File: src/rtl/slurm16_cpu_hazard_pipeline.sv
// -----------------------------------------------------------------------------
// slurm16_cpu_hazard_pipeline
//
// Purpose:
//   Carries the hazard tags of each instruction (destination register tag plus
//   a "writes flags" bit) from pipeline slot p0 through p1, p2 and p3.
//   The tags held in p1..p3 are fed back to the p0 hazard checker.
//   The checker's verdicts (hazard_1..3) then decide whether p0 is held and a
//   bubble is inserted into p1.
//   A global freeze (stall_in) holds every stage.
//   A taken branch in p2 (flush) kills p0/p1 while the branch itself keeps
//   advancing, so its link-register tag is preserved.
//
// Parameters:
//   REGISTER_BITS     width of a register tag; tag 0 (R0) means "no hazard".
//
// Ports:
//   CLK               clock, rising-edge active
//   RSTb              asynchronous active-low reset, clears all stages
//   valid0            p0 holds a real instruction
//   hazard_reg0       destination tag of the p0 instruction
//   modifies_flags0   p0 instruction writes flags
//   hazard_1..3       p0 depends on the instruction in p1 / p2 / p3
//   stall_in          global freeze; all stages hold
//   flush             branch taken in p2; kill p0 and p1
//   hazard_reg1..3    tags currently held in p1 / p2 / p3
//   modifies_flags1..3 flag bits currently held in p1 / p2 / p3
//   stall_p0          hold fetch/p0 this cycle
//   bubble_p1         the instruction entering p1 this cycle is a NOP
//
// Optional build feature (macro SLURM16_HAZARD_PERF_EN):
//   perf_clear          synchronous clear of the stall counter
//   hazard_stall_cycles saturating count of edges spent in a hazard stall
// -----------------------------------------------------------------------------
module slurm16_cpu_hazard_pipeline #(
  parameter int REGISTER_BITS = 7
) (
  input  logic                     CLK,
  input  logic                     RSTb,
  input  logic                     valid0,
  input  logic [REGISTER_BITS-1:0] hazard_reg0,
  input  logic                     modifies_flags0,
  input  logic                     hazard_1,
  input  logic                     hazard_2,
  input  logic                     hazard_3,
  input  logic                     stall_in,
  input  logic                     flush,
`ifdef SLURM16_HAZARD_PERF_EN
  input  logic                     perf_clear,
  output logic [15:0]              hazard_stall_cycles,
`endif
  output logic [REGISTER_BITS-1:0] hazard_reg1,
  output logic [REGISTER_BITS-1:0] hazard_reg2,
  output logic [REGISTER_BITS-1:0] hazard_reg3,
  output logic                     modifies_flags1,
  output logic                     modifies_flags2,
  output logic                     modifies_flags3,
  output logic                     stall_p0,
  output logic                     bubble_p1
);

  localparam int NUM_STAGES = 3;

  // A stage entry always moves as one {tag, flags} unit.
  typedef struct packed {
    logic [REGISTER_BITS-1:0] tag;
    logic                     flags;
  } slot_t;

  localparam slot_t BUBBLE = '{tag: '0, flags: 1'b0};

  slot_t stage_reg  [1:NUM_STAGES];
  slot_t stage_next [1:NUM_STAGES];
  slot_t incoming;

  logic hz;
  logic advance;

  // ---------------------------------------------------------------------------
  // Hazard decision and handshake outputs
  // ---------------------------------------------------------------------------
  assign hz      = valid0 & (hazard_1 | hazard_2 | hazard_3);
  assign advance = ~stall_in;

  // A flush redirects fetch, so it must not be blocked by a hazard that
  // belongs to an instruction that is about to be killed.
  assign stall_p0  = stall_in | (hz & ~flush);

  // Whatever enters p1 on an advancing edge is a NOP when p0 is killed,
  // held for a hazard, or simply empty.  Under a freeze nothing enters p1.
  assign bubble_p1 = ~stall_in & (flush | hz | ~valid0);

  assign incoming = '{tag: hazard_reg0, flags: modifies_flags0};

  // ---------------------------------------------------------------------------
  // Next-state of each stage, assuming the pipeline advances this edge.
  // Stage 1 takes the p0 instruction unless a bubble is being inserted.
  // Stage 2 is killed by a flush (it holds the instruction behind the branch).
  // Stage 3 always takes stage 2: on a flush that is the branch itself, whose
  // link-register write must still be tracked.
  // ---------------------------------------------------------------------------
  always_comb begin
    stage_next[1] = bubble_p1 ? BUBBLE : incoming;
    stage_next[2] = flush ? BUBBLE : stage_reg[1];
    stage_next[3] = stage_reg[2];
  end

  // ---------------------------------------------------------------------------
  // Stage registers.  Whatever leaves p3 is retired, so it is simply dropped.
  // ---------------------------------------------------------------------------
  always_ff @(posedge CLK or negedge RSTb) begin
    if (!RSTb) begin
      for (int i = 1; i <= NUM_STAGES; i++) begin
        stage_reg[i] <= BUBBLE;
      end
    end else if (advance) begin
      for (int i = 1; i <= NUM_STAGES; i++) begin
        stage_reg[i] <= stage_next[i];
      end
    end
  end

  // ---------------------------------------------------------------------------
  // Feedback taps for the p0 hazard checker
  // ---------------------------------------------------------------------------
  assign hazard_reg1     = stage_reg[1].tag;
  assign hazard_reg2     = stage_reg[2].tag;
  assign hazard_reg3     = stage_reg[3].tag;
  assign modifies_flags1 = stage_reg[1].flags;
  assign modifies_flags2 = stage_reg[2].flags;
  assign modifies_flags3 = stage_reg[3].flags;

`ifdef SLURM16_HAZARD_PERF_EN
  // ---------------------------------------------------------------------------
  // Hazard stall counter: counts edges on which the pipeline advanced with a
  // bubble caused purely by a register/flag hazard (not a freeze, not a flush).
  // ---------------------------------------------------------------------------
  logic        perf_event;
  logic [15:0] stall_count_reg;

  assign perf_event = hz & ~flush & ~stall_in;

  always_ff @(posedge CLK or negedge RSTb) begin
    if (!RSTb) begin
      stall_count_reg <= 16'h0000;
    end else if (perf_clear) begin
      stall_count_reg <= 16'h0000;
    end else if (perf_event && (stall_count_reg != 16'hFFFF)) begin
      stall_count_reg <= stall_count_reg + 16'h0001;
    end
  end

  assign hazard_stall_cycles = stall_count_reg;
`endif

endmodule

File: config.mk
export PLATFORM = sky130hd
export DESIGN_NAME = slurm16_cpu_hazard_pipeline
export DESIGN_NICKNAME = d
export VERILOG_FILES = /design/src/rtl/slurm16_cpu_hazard_pipeline.sv
export SDC_FILE = /design/constraint.sdc
export NUM_CORES = 1
export LEC_CHECK = 0
export CORE_MARGIN = 8
export CORE_UTILIZATION = 39
export CTS_CLUSTER_SIZE = 16
export DETAILED_ROUTE_END_ITERATION = 7
export PLACE_DENSITY = 0.75
export SYNTH_ARGS = -nofsm -noshare
export SYNTH_HDL_FRONTEND = slang
export SYNTH_SLANG_ARGS = --single-unit
File: constraint.sdc
create_clock -name CLK -period 1.2 [get_ports CLK]
set_clock_uncertainty 0.05 [all_clocks]
set_input_delay 0.24 -clock CLK [delete_from_list [all_inputs] [get_ports CLK]]
set_output_delay 0.24 -clock CLK [all_outputs]
set_load 0.005 [all_outputs]
Word level (Yosys, flattened, before mapping). Cells that the tools add are included.

Reduce and logical (&&, ||, !) cells: 0. Shifts and indexed selects: 0. Bitwise logic cells: 11. Add/sub/neg operators: 0. Equality and inequality tests: 0. Mux-type cells: 2. Order comparisons: 0. Multipliers: 0. Div/mod/pow operators: 0.

Operator list (count): $mux 8 (2); $or 1x1->1 (5); $and 1x1->1 (3); $not 1->1 (3).

Bits in latches: 0. Bits in registers: 24. ROM bits: 0. Memories kept: 0. Logic and storage cells: 19. Memory bits (writable): 0. Output and inout port bits: 26.

Depth between registers and ports, before layout.
Depth in word-level cells: 7. Depth in mapped cells: 4. Mapped depth without buffers: 2.

Worst setup path after synthesis. Ideal clock, no wire load.

Path type: input -> output. Start point: input hazard_2. End point: output stall_p0. Stages: 3. Data required time: 0.910 ns. Arrival time: 0.959 ns. Path slack: -0.049 ns. Cells stage by stage: or3_4 -> buf_6 -> a21o_2.

Cells in the longest elaborated chain, start to end: 5.

Ends and longest elaborated chain: start: declaration (line 44) `input logic hazard_2,`; $or 1x1->1 (2 in a row) (line 82) `assign hz = valid0 & (hazard_1 | hazard_2 | hazard_3);`; $and 1x1->1 (line 82); $and 1x1->1 (line 87) `assign stall_p0 = stall_in | (hz & ~flush);`; $or 1x1->1 (line 87); end: declaration (line 58) `output logic stall_p0,`.

No other way between the ends.

Final worst setup path.
Start point: input hazard_3. End point: output stall_p0.

Cells in the longest elaborated chain, start to end: 4.

Ends and longest elaborated chain: start: declaration (line 45) `input logic hazard_3,`; $or 1x1->1 (line 82); $and 1x1->1 (line 82); $and 1x1->1 (line 87); $or 1x1->1 (line 87).

No other way between the ends.

==> results.md <==
* Metal3 WL at 275 microns
* Total Wirelength at 2.56 mm
* Flop pwr share at 61.6%
* Starting Density at 40.8%
* Synth Area in Compound Gates at 17.0%
* Met1 WL at 1.05 mm
* Leak at 0.000877 uW
* #FFs+latches synth at 24
* Status: finished, violations left
* Worst Path Arrival at 1.01 ns
* Adder-cell share of the synthesized area at 0%
* GRT Resource Usage Total at 10.4%
* Nets at 167
* Fin crit share at 109%
* Max Clock Freq at 767 MHz
* Share of cells above drive strength 1 at 49.0%
* Core area at 2760 sq um
* Max-cap violations at 0
* Dpl ws at -0.783 ns
* Failing checks: setup timing
* DIE HEIGHT at 69.7 microns
* Detail Route met2 WL at 1.20 mm
* Post-cts hold buffer count at 0
* Via density at 4.72
* WHS at 0.218 ns
* Total gr overflow at 0
* Min-delay worst type: in -> async
* Crit-path max FO at 2
* Die Wd at 69.7 microns
* Total chip power at 1330 uW
* PwrDens at 856 nW/um^2
* Synth area leaders: dfrtp_1, o41ai_2, mux2_2, buf_4, nand2_1
* Cell taking the most area after synthesis: dfrtp_1
* Register area share after synthesis at 53.4%
* Crit end category: output port
* Crit Path Class: in -> out
* Tmin final at 1.30 ns
* Cell Int Power at 1030 uW
* Slew HR at 83.4%
* Commonest non-fill, non-tap cell in the layout: buf_2
* Final setup viols at 1
* Sw frac at 22.9%
* Final hold vios at 0
* Max Used Layer: met4
* Worst Max-Slew Pin Slew at 0.250 ns
* Routed WL per cell at 14.2 microns
* I/O pins at 42
* CTS tree: built
* Main combinational cell family by area after synthesis: compound AO/OA/AOI/OAI gates
* Largest net degree at the start of global routing at 26
* Post-Synth XOR/XNOR Area at 0%
* Clock Tree Buf Depth at 2
* Port Buf Inserts at 41
* RSZ-0062 raised after global routing: true
* CP Launch Type: input port
* Synthesized Nets at 113
* DR vias at 849
* Mux contribution to synthesized area at 8.01%
* Ant diodes at 0
* Latest clock arrival within the worst-skew pair at 0.31 ns
* Clk root buf: clkbuf_4
* Psw at 305 uW
* Post-Synth Simple-Gate Area at 10.9%
* Final HPWL DP at 1.94 mm
* Combinational power share at 13.4%
* Synthesized area at 1120 sq um
* Avg Cell Area, Syn at 11.6 sq um
* Residual DRC count at 0
* Vias in the first global route at 958
* CTS Buf Count at 3
* Clk sinks at 24
* Final core utilization at 56.4%
* Die Footprint at 4860 sq um
* Most frequent cells in the layout: buf_2, dfrtp_1, buf_4, nand2_1, clkdlybuf4s50_1
* Worst Setup Slack, final at -0.103 ns
* Initial antenna violation count at 0
* Clock network fraction of design power at 24.9%
* Post-synth cell types at 18
* Post-DRT Antenna Nets at 0
* Htree depth at 1
* Fin. max-slew vios at 0
* Pre-antenna DRT Iters at 4
* Design area at 1560 sq um
* Post-place instance area at 1610 sq um
* Post-synth top area share at 53.4%
* Clk pin slew, worst setup/hold paths at 0.11 ns
* CP Data Required Time at 0.91 ns
* Cells after Synth at 97
* VDD IR-drop max at 0.548 mV
* Routability cong. at 0.706
* First DRT Iteration DRCs at 9
* First-pass GRT wire length at 4.23 mm
* Ys Warns at 0
* Area grow syn2layout at 38.3%
* Rows at 19
## registers in the layout (all words and copies together) (netlist names)
name,cells
modifies_flags2,1
modifies_flags1,1
hazard_reg3,7
modifies_flags3,1
hazard_reg2,7
hazard_reg1,7
## path summary, 6_finish.rpt
check                               start        endpoint  slack [ns]  cells after the start
max                              hazard_3        stall_p0       -0.10                      4
min                                  RSTb  hazard_reg1[6]        0.22                      2
max reg2reg                hazard_reg2[2]  hazard_reg3[2]        0.25                      2
min reg2reg                hazard_reg3[2]  hazard_reg3[2]        0.46                      1
max in group asynchronous            RSTb  hazard_reg3[2]        0.74                      2
min in group CLK                 hazard_3  hazard_reg1[1]        0.33                      4
## stage by stage
stage                     cells  setup TNS (ns)
after floorplan              97         -0.0262
after global placement      170           -9.83
after detailed placement    170           -9.83
after CTS                   180          -0.127
after global routing        180          -0.122
final                       180          -0.103
## power groups by stage
stage               clock network [uW]  logic (uW)  registers [uW]
finish                             332         179             821
global route                       380         196             822
CTS                                349         179             821
detailed placement                   0         192             837
global placement                     0         189             837
floorplan                            0        70.9             838
## cell usage after synthesis
library cell / instances
a22o_1: 2
or3_4: 1
buf_2: 3
nor3_1: 1
dfrtp_1: 24
mux2_2: 8
clkbuf_1: 3
nor2b_1: 1
a21oi_1: 1
buf_4: 7
nor2_1: 1
nand2b_1: 7
buf_6: 1
a21o_2: 1
nand2_1: 14
o41ai_2: 8
inv_1: 8
o21ai_0: 6
## worst max-delay path, stage by stage
cell,delay (ns)
buf_6,0.09
or3_4,0.37
a21o_2,0.20
buf_6,0.11
## final cells by class
| type | instances | area (sq um) |
|---|---|---|
| flip-flops and latches | 24 | 601 |
| repair buffers | 63 | 452 |
| multi-input cells | 51 | 412 |
| clock buffers | 3 | 22.5 |
| inverters | 8 | 30.0 |
| fillers | 259 | 1200 |
| well taps | 31 | 38.8 |
## kinds of logic after synthesis
kind of cell	after synthesis
flip-flops	24
AO/OA/AOI/OAI	18
AND/OR/NAND/NOR	25
multiplexers	8
buffers and inverters	22
## layer usage
| layer | GRT usage, % | up-vias |
|---|---|---|
| met2 | 16.9 | 29 |
| met4 | 3.35 | 0 |
| met5 | 0 | - |
| li1 | - | 425 |
| met1 | 11.4 | 392 |
| met3 | 5.29 | 3 |
## timing repair
action                                 4_1_cts  5_1_grt
gates cloned                                 0        0
pin swaps                                    2        1
buffers inserted                             7        0
gates resized for setup                    122        1
setup endpoints to repair                   43        1
endpoints found under the hold margin        0        0
No activity file was read; power rests on OpenSTA's default activity.
